File: config.mk
export PLATFORM = sky130hd
export DESIGN_NAME = load_use_hazard_unit
export DESIGN_NICKNAME = d
export VERILOG_FILES = /design/src/rtl/load_use_hazard_unit.sv
export SDC_FILE = /design/constraint.sdc
export NUM_CORES = 1
export LEC_CHECK = 0
export BUFFER_PORTS_ARGS = -buffer_cell sky130_fd_sc_hd__buf_2
export CORE_UTILIZATION = 35
export CTS_BUF_LIST = sky130_fd_sc_hd__clkbuf_2 sky130_fd_sc_hd__clkbuf_4 sky130_fd_sc_hd__clkbuf_8
export CTS_CLUSTER_SIZE = 14
export DETAILED_ROUTE_END_ITERATION = 7
export PLACE_DENSITY = 0.71
export SETUP_SLACK_MARGIN = 0.05
export SLEW_MARGIN = 20
export SYNTH_ARGS = -nofsm -noshare
export SYNTH_HDL_FRONTEND = slang
export SYNTH_SLANG_ARGS = --single-unit
File: constraint.sdc
create_clock -name clk -period 2.9 [get_ports clk]
set_input_delay 0.58 -clock clk [delete_from_list [all_inputs] [get_ports clk]]
set_output_delay 0.58 -clock clk [all_outputs]
set_load 0.03 [all_outputs]
File: src/rtl/load_use_hazard_unit.sv
// Load-use hazard detection and branch-flush control for a 5-stage MIPS
// pipeline. Sits at ID: decodes the IF/ID instruction, compares its sources
// against a private shadow of the ID/EX destination, and either freezes
// PC + IF/ID with an ID/EX bubble (load-use) or flushes both front stages
// (taken branch in EX). Control outputs are combinational (same-cycle).
module load_use_hazard_unit #(
  parameter int BIT_WIDTH       = 32,
  parameter int STALL_CNT_WIDTH = 16
) (
  input  logic                       clk,
  input  logic                       rst,
  input  logic [BIT_WIDTH-1:0]       instr_IFID,
  input  logic                       valid_IFID,
  input  logic                       branch_taken_EX,
  output logic                       PC_write,
  output logic                       IFID_write,
  output logic                       IDEX_bubble,
  output logic                       IFID_flush,
  output logic                       IDEX_flush,
  output logic [1:0]                 hazard_state,
  output logic [STALL_CNT_WIDTH-1:0] stall_count
);

  localparam logic [1:0] ST_RUN   = 2'b00;
  localparam logic [1:0] ST_STALL = 2'b01;
  localparam logic [1:0] ST_FLUSH = 2'b10;

  localparam logic [STALL_CNT_WIDTH-1:0] CNT_MAX = {STALL_CNT_WIDTH{1'b1}};

  // Field positions assume a 32-bit word; the low bits (shamt/funct/imm) are
  // irrelevant to hazard detection.
  logic [5:0] opcode_s;
  logic [4:0] rs_s;
  logic [4:0] rt_s;
  logic [4:0] rd_s;
  logic       unused_bits_s;

  assign opcode_s      = instr_IFID[31:26];
  assign rs_s          = instr_IFID[25:21];
  assign rt_s          = instr_IFID[20:16];
  assign rd_s          = instr_IFID[15:11];
  assign unused_bits_s = ^instr_IFID;

  logic       uses_rs_s;
  logic       uses_rt_s;
  logic [4:0] dest_s;
  logic       is_load_s;
  logic       hazard_s;

  logic [1:0]                 state_q, state_d;
  logic                       idex_valid_q, idex_valid_d;
  logic [4:0]                 idex_dest_q, idex_dest_d;
  logic                       idex_is_load_q, idex_is_load_d;
  logic [STALL_CNT_WIDTH-1:0] stall_cnt_q, stall_cnt_d;

  // Classify the IF/ID instruction: which register fields it reads and writes.
  always_comb begin
    uses_rs_s = 1'b0;
    uses_rt_s = 1'b0;
    dest_s    = 5'd0;
    is_load_s = 1'b0;
    casez (opcode_s)
      6'b000000: begin                         // R-type
        uses_rs_s = 1'b1;
        uses_rt_s = 1'b1;
        dest_s    = rd_s;
      end
      6'b100011: begin                         // lw
        uses_rs_s = 1'b1;
        dest_s    = rt_s;
        is_load_s = 1'b1;
      end
      6'b101011, 6'b000100, 6'b000101: begin   // sw, beq, bne
        uses_rs_s = 1'b1;
        uses_rt_s = 1'b1;
      end
      6'b001???: begin                         // I-type ALU
        uses_rs_s = 1'b1;
        dest_s    = rt_s;
      end
      default: begin                           // j, jal, unknown: no regs
        uses_rs_s = 1'b0;
        uses_rt_s = 1'b0;
      end
    endcase
  end

  // $0 can never carry a real dependency, so a zero shadow dest never matches.
  assign hazard_s = valid_IFID & idex_valid_q & idex_is_load_q &
                    (idex_dest_q != 5'd0) &
                    ((uses_rs_s & (rs_s == idex_dest_q)) |
                     (uses_rt_s & (rt_s == idex_dest_q)));

  // Next-state logic: a taken branch outranks a load-use stall everywhere;
  // hazards are ignored in FLUSH since the shadow was just emptied.
  always_comb begin
    state_d = state_q;
    if (rst) begin
      state_d = ST_RUN;
    end else begin
      case (state_q)
        ST_RUN, ST_STALL: begin
          if (branch_taken_EX) begin
            state_d = ST_FLUSH;
          end else if (hazard_s) begin
            state_d = ST_STALL;
          end else begin
            state_d = ST_RUN;
          end
        end
        ST_FLUSH: begin
          if (branch_taken_EX) begin
            state_d = ST_FLUSH;
          end else begin
            state_d = ST_RUN;
          end
        end
        default: state_d = ST_RUN;
      endcase
    end
  end

  // Output decode: enables default high, all other controls low; reset forces defaults.
  always_comb begin
    PC_write     = 1'b1;
    IFID_write   = 1'b1;
    IDEX_bubble  = 1'b0;
    IFID_flush   = 1'b0;
    IDEX_flush   = 1'b0;
    hazard_state = state_q;
    if (rst) begin
      hazard_state = ST_RUN;
    end else begin
      case (state_q)
        ST_RUN, ST_STALL: begin
          if (branch_taken_EX) begin
            IFID_flush = 1'b1;
            IDEX_flush = 1'b1;
          end else if (hazard_s) begin
            PC_write    = 1'b0;
            IFID_write  = 1'b0;
            IDEX_bubble = 1'b1;
          end else begin
            PC_write = 1'b1;
          end
        end
        ST_FLUSH: begin
          if (branch_taken_EX) begin
            IFID_flush = 1'b1;
            IDEX_flush = 1'b1;
          end else begin
            PC_write = 1'b1;
          end
        end
        default: hazard_state = state_q;
      endcase
    end
  end

  // Shadow ID/EX tracking and saturating stall-cycle count.
  always_comb begin
    idex_valid_d   = idex_valid_q;
    idex_dest_d    = idex_dest_q;
    idex_is_load_d = idex_is_load_q;
    stall_cnt_d    = stall_cnt_q;
    if (IDEX_bubble || IDEX_flush) begin
      idex_valid_d   = 1'b0;
      idex_dest_d    = 5'd0;
      idex_is_load_d = 1'b0;
    end else if (IFID_write) begin
      idex_valid_d   = valid_IFID;
      idex_dest_d    = dest_s;
      idex_is_load_d = is_load_s;
    end else begin
      idex_valid_d   = idex_valid_q;
    end
    if (IDEX_bubble && (stall_cnt_q != CNT_MAX)) begin
      stall_cnt_d = stall_cnt_q + STALL_CNT_WIDTH'(1);
    end else begin
      stall_cnt_d = stall_cnt_q;
    end
  end

  // State, shadow and counter registers with synchronous reset.
  always_ff @(posedge clk) begin
    if (rst) begin
      state_q        <= ST_RUN;
      idex_valid_q   <= 1'b0;
      idex_dest_q    <= 5'd0;
      idex_is_load_q <= 1'b0;
      stall_cnt_q    <= '0;
    end else begin
      state_q        <= state_d;
      idex_valid_q   <= idex_valid_d;
      idex_dest_q    <= idex_dest_d;
      idex_is_load_q <= idex_is_load_d;
      stall_cnt_q    <= stall_cnt_d;
    end
  end

  assign stall_count = stall_cnt_q;

endmodule

# After elaboration in Yosys (flattened, before gate mapping)
# Index checks and enable logic that the tools add are counted.
[totals] elab_cells=54 input_bits=36 register_bits=25 out_inout_bits=23
[classes] n_addsub=1 eq_ne=10 muxes=20 reduce_logical=11 bitwise_logic=7
[ops] cell="$add A16 B1 Y16 const B" count=1
[ops] cell="$ne A16 B16 Y1 const B" count=1
[ops] cell="$mux W1" count=15
[ops] cell="$eq A6 B3 Y1 const B" count=2
[ops] cell="$eq A6 B6 Y1 const B" count=2
[ops] cell="$eq A5 B5 Y1" count=2
[ops] cell="$pmux W5 S2" count=1
[ops] cell="$and A1 B1 Y1" count=6
[ops] cell="$logic_not A6 Y1" count=1
[ops] cell="$mux W2" count=3
[ops] cell="$reduce_or A2 Y1" count=3
[ops] cell="$reduce_or A6 Y1" count=1
[ops] cell="$reduce_bool A5 Y1" count=1
[ops] cell="$pmux W2 S2" count=1
[ops] cell="$reduce_or A4 Y1" count=1
[ops] cell="$eq A3 B1 Y1 const B" count=1
[ops] cell="$reduce_or A3 Y1" count=1
[ops] cell="$eq A2 B1 Y1 const B" count=1
[ops] cell="$eq A2 B2 Y1 const B" count=1
[ops] cell="$logic_not A2 Y1" count=1
[ops] cell="$logic_and A1 B1 Y1" count=1
[ops] cell="$logic_or A1 B1 Y1" count=1
[ops] cell="$or A1 B1 Y1" count=1

# Depth between registers and ports, before layout
[depth] word_depth=12 ltp_mapped=9 mapped_depth_nobuf=7

# Worst setup path before layout
# OpenSTA, ideal clock, no wires.
[synth_path] kind="input port to output port" from="input instr_IFID[31]" to="output PC_write" required_ns=2.320 setup_slack_ns=-0.257 path_buffers=2 arrival_ns=2.577 path_stages=6 path_cell_list="or4_1 a2111o_1 a21oi_4 inv_2 clkbuf_1 buf_4"
[synth_between] elab_chain_cells=10 word_cells_on_any_way=18 cone_classes="eq/ne: 5; mux: 6; bitwise: 4; reduce/logical: 3"
[synth_lines] item="start: declaration" line_no="12" source="input logic [BIT_WIDTH-1:0] instr_IFID,"
[synth_lines] item="$eq A6 B6 Y1, or another cell as far along" line_no="62" source="casez (opcode_s)"
[synth_lines] item="$reduce_or A6 Y1 (no line) or $reduce_or A4 Y1 (tied branches)"
[synth_lines] item="$mux W1" line_no="62"
[synth_lines] item="$and A1 B1 Y1 (on tied branches)" line_no="91, 92"
[synth_lines] item="$or A1 B1 Y1 (*)" line_no="91" source="((uses_rs_s & (rs_s == idex_dest_q)) |"
[synth_lines] item="$and A1 B1 Y1 (*)" line_no="90" source="(idex_dest_q != 5'd0) &"
[synth_lines] item="$mux W1 (*) (4 in series)"
[synth_lines] item="end: declaration" line_no="15" source="output logic PC_write,"
# Every way passes the cells marked *; elsewhere a longest branch is shown, timed or not.

# Worst setup path after layout
[layout_path] from="input instr_IFID[26]" to="output IFID_write"
[layout_between] elab_chain_cells=10 word_cells_on_any_way=17 cone_classes="eq/ne: 4; mux: 6; bitwise: 4; reduce/logical: 3"
[layout_lines] item="$eq A6 B6 Y1, or another cell as far along" line_no="62"
[layout_lines] item="$reduce_or A6 Y1 (no line) or $reduce_or A4 Y1 (tied branches)"
[layout_lines] item="$mux W1" line_no="62"
[layout_lines] item="$and A1 B1 Y1 (on tied branches)" line_no="91, 92"
[layout_lines] item="$or A1 B1 Y1 (*)" line_no="91"
[layout_lines] item="$and A1 B1 Y1 (*)" line_no="90"
[layout_lines] item="$mux W1 (*)" line_no="139" source="end else if (hazard_s) begin"
[layout_lines] item="$mux W1 (*)" line_no="136" source="if (branch_taken_EX) begin"
[layout_lines] item="$mux W1 (*)" line_no="134" source="case (state_q)"
[layout_lines] item="$mux W1 (*)" line_no="131" source="if (rst) begin"
[layout_lines] item="end: declaration" line_no="16" source="output logic IFID_write,"
# Marked as above.

==> flow_summary.json <==
{
  "status": "complete, no violations",
  "numPortBuffers": 47,
  "die_h_um": 65.1,
  "pre_cts_slack_ps": -13.5,
  "vias": 1429,
  "seq_area_frac_synth_pct": 35.9,
  "p_per_area_mw_per_mm2": 339,
  "viasPerCell": 5.27,
  "numCtsBuffers": 3,
  "finalNetCount": 261,
  "fin_ws_ps": 85.2,
  "coreArea_mm2": 0.00374,
  "gr-total-overflow": 0,
  "antenna_found_initial": 0,
  "clock_skew_ps": 3.42,
  "antennaDiodeCount": 0,
  "syn_area_per_cell_um2": 8.25,
  "grt_max_degree": 28,
  "path_clk_slew_ps": 80,
  "rsz0062_at_grt": "yes",
  "root_buffer": "clkbuf_8",
  "hold_path_class": "reg2reg",
  "cts_htree_levels": 1,
  "peakVddDrop_uv": 139,
  "ys_ff_latch": 25,
  "period_minus_slack_ps": 2810,
  "drtAntennaViolNets": 0,
  "max_freq_mhz": 355,
  "yosys_warnings": 0,
  "finalSetupViolations": 0,
  "fin_util_pct": 49.0,
  "grt_pass1_wl_mm": 5.44,
  "grt_util_all_layers_pct": 16.1,
  "synth_edf_count": 0,
  "clk_latency_ps": 270,
  "tritoncts": "built",
  "ys_async_sr_fraction_pct": 0,
  "num_rows": 22,
  "initial_core_util_pct": 37.2,
  "pin_count": 59,
  "first_global_vias": 1287,
  "ys_types": 38,
  "syn-cell-area_mm2": 0.00139,
  "ctsLongestPathBuffers": 2,
  "dieArea_mm2": 0.00424,
  "cp_cell_sequence": "buf_6 -> nor2b_4 -> or4_4 -> a2111o_1 -> a21oi_4 -> inv_4 -> buf_12 -> buf_8",
  "wire_per_inst_um": 11.9,
  "arrival_ps": 2230,
  "slew_viol_final": 0,
  "drc": 0,
  "p_leak_nw": 0.736,
  "first_pass_iters": 4,
  "areaGrowthSynthToFinish_pct": 31.6,
  "crit_path_max_incr_delay_ps": 500,
  "cap_violations": 0,
  "numClockSinks": 25,
  "setup.worst_path.end_class": "output port",
  "critPathKind": "in2out",
  "period_share_pct": 97.1,
  "cp_slowest_cell": "or4_4",
  "relSlewSlack_pct": 60.3,
  "start_kind": "input port",
  "layout.cells.non_filler": 271,
  "cp.required_ps": 2320,
  "power_w": 0.000621,
  "place.gp.congestion": 0.725,
  "drt_iter0_drc": 81,
  "fp.dieW_um": 65.1,
  "worst_slew_pin_slew_ps": 581,
  "cts_hold_buf": 0,
  "syn_inst": 169,
  "syn_nets": 206,
  "placed_cells": 264,
  "layout-drive-gt1-share_pct": 31.4,
  "finalHoldViolCount": 0,
  "post-dp-hpwl_mm": 2.51,
  "synth-main-ff-cell": "dfxtp_1",
  "worstPathMaxFanout": 8,
  "finalWirelength_mm": 3.21
}
## cell usage in the layout, fill, tap and decap left out, types with 2 or more instances in the layout
master	netlist	final
a21oi_1	11	11
a22oi_1	5	5
and3_1	2	2
buf_2	0	43
buf_4	2	10
buf_8	0	2
clkbuf_8	0	3
dfxtp_1	25	25
mux2_1	2	2
mux2_2	4	4
nand2_1	10	10
nand2b_1	2	2
nand3_1	11	11
nand4_1	7	7
nor2_1	21	21
nor2b_1	8	7
nor3_1	5	5
nor4_1	4	4
o21ai_0	5	5
o31ai_1	3	3
or3_1	3	3
or4_1	6	5
xnor2_1	8	8
xor2_1	4	4
## cell families after synthesis
kind of cell | count (synthesis) | synth area share (%)
and+or+nand+nor | 87 | 33.8
AOI/OAI and AO/OA | 29 | 14.0
DFF | 25 | 35.9
xor gates and xnor gates | 12 | 7.54
buffers and inverters | 9 | 2.96
muxes | 6 | 4.85
adders and majority gates | 1 | 0.898
## power breakdown
part           switching, W  internal [W]  leakage, nW
registers        0.00000162      0.000345        0.202
logic             0.0000341     0.0000297        0.508
clock network      0.000103      0.000108       0.0262
total              0.000139      0.000482        0.736
## timing repair
action / 4_1_cts / 5_1_grt
endpoints found under the setup margin: 2 / 2
pin swaps: 1 / 3
gates cloned: 0 / 0
buffers inserted: 1 / 2
gates resized for setup: 0 / 15
## critical path: cells and delay by family
family	cells	cell delay, ps
AOI/OAI and AO/OA	2	630
buffers and inverters	4	400
and+or+nand+nor	2	610
## state kept, by name, summed over array words and instances, names as in the netlist
register	flops
idex_valid_q	1
idex_dest_q	5
state_q	2
stall_count	16
idex_is_load_q	1
## path summary, 6_finish.rpt
kind / start / endpoint / slack [ps] / cells after the start
worst min-delay path: stall_count[15] / stall_count[15] / 510 / 2
worst max-delay path: instr_IFID[26] / IFID_write / 90 / 8
worst max register to register: idex_dest_q[3] / stall_count[7] / 490 / 8
worst min register to register: stall_count[15] / stall_count[15] / 510 / 2
## cell type report
cell class / count / area (µm²)
fillers: 376 / 1910
multi-input cells: 135 / 863
flip-flops and latches: 25 / 500
repair buffers: 57 / 352
well taps: 48 / 60.1
clock buffers: 4 / 48.8
inverters: 2 / 10.0
## through the flow
| stage | instance area (µm²) | hold WS, ps | TNS [ps] |
|---|---|---|---|
| floorplan | 1400 | 505 | 0 |
| global placement | 1720 | 488 | -0.573 |
| detailed placement | 1720 | 495 | -13.5 |
| CTS | 1780 | 511 | 0 |
| global route | 1830 | 527 | 0 |
| finish | 1830 | 509 | 0 |
## per-layer routing
layer / share of wire (%) / vias up / track usage [%]
li1: - / 733 / -
met1: 48 / 661 / 21.3
met2: 47 / 30 / 26.7
met3: 3.4 / 5 / 2.08
met4: 1.6 / 0 / 5.71
met5: 0 / - / 0
## cells in the mapped netlist, types with 2 or more instances
cell type	n	area, µm²
dfxtp_1	25	500
nor2_1	21	78.8
a21oi_1	11	55.1
nand3_1	11	55.1
nand2_1	10	37.5
nor2b_1	8	50.1
xnor2_1	8	70.1
nand4_1	7	43.8
or4_1	6	45.0
a22oi_1	5	37.5
clkbuf_1	5	18.8
nor3_1	5	25.0
o21ai_0	5	25.0
mux2_2	4	45.0
nor4_1	4	25.0
xor2_1	4	35.0
o31ai_1	3	22.5
or3_1	3	18.8
and3_1	2	12.5
buf_4	2	15.0
mux2_1	2	22.5
nand2b_1	2	12.5
Power figures use the tool's default switching activity.
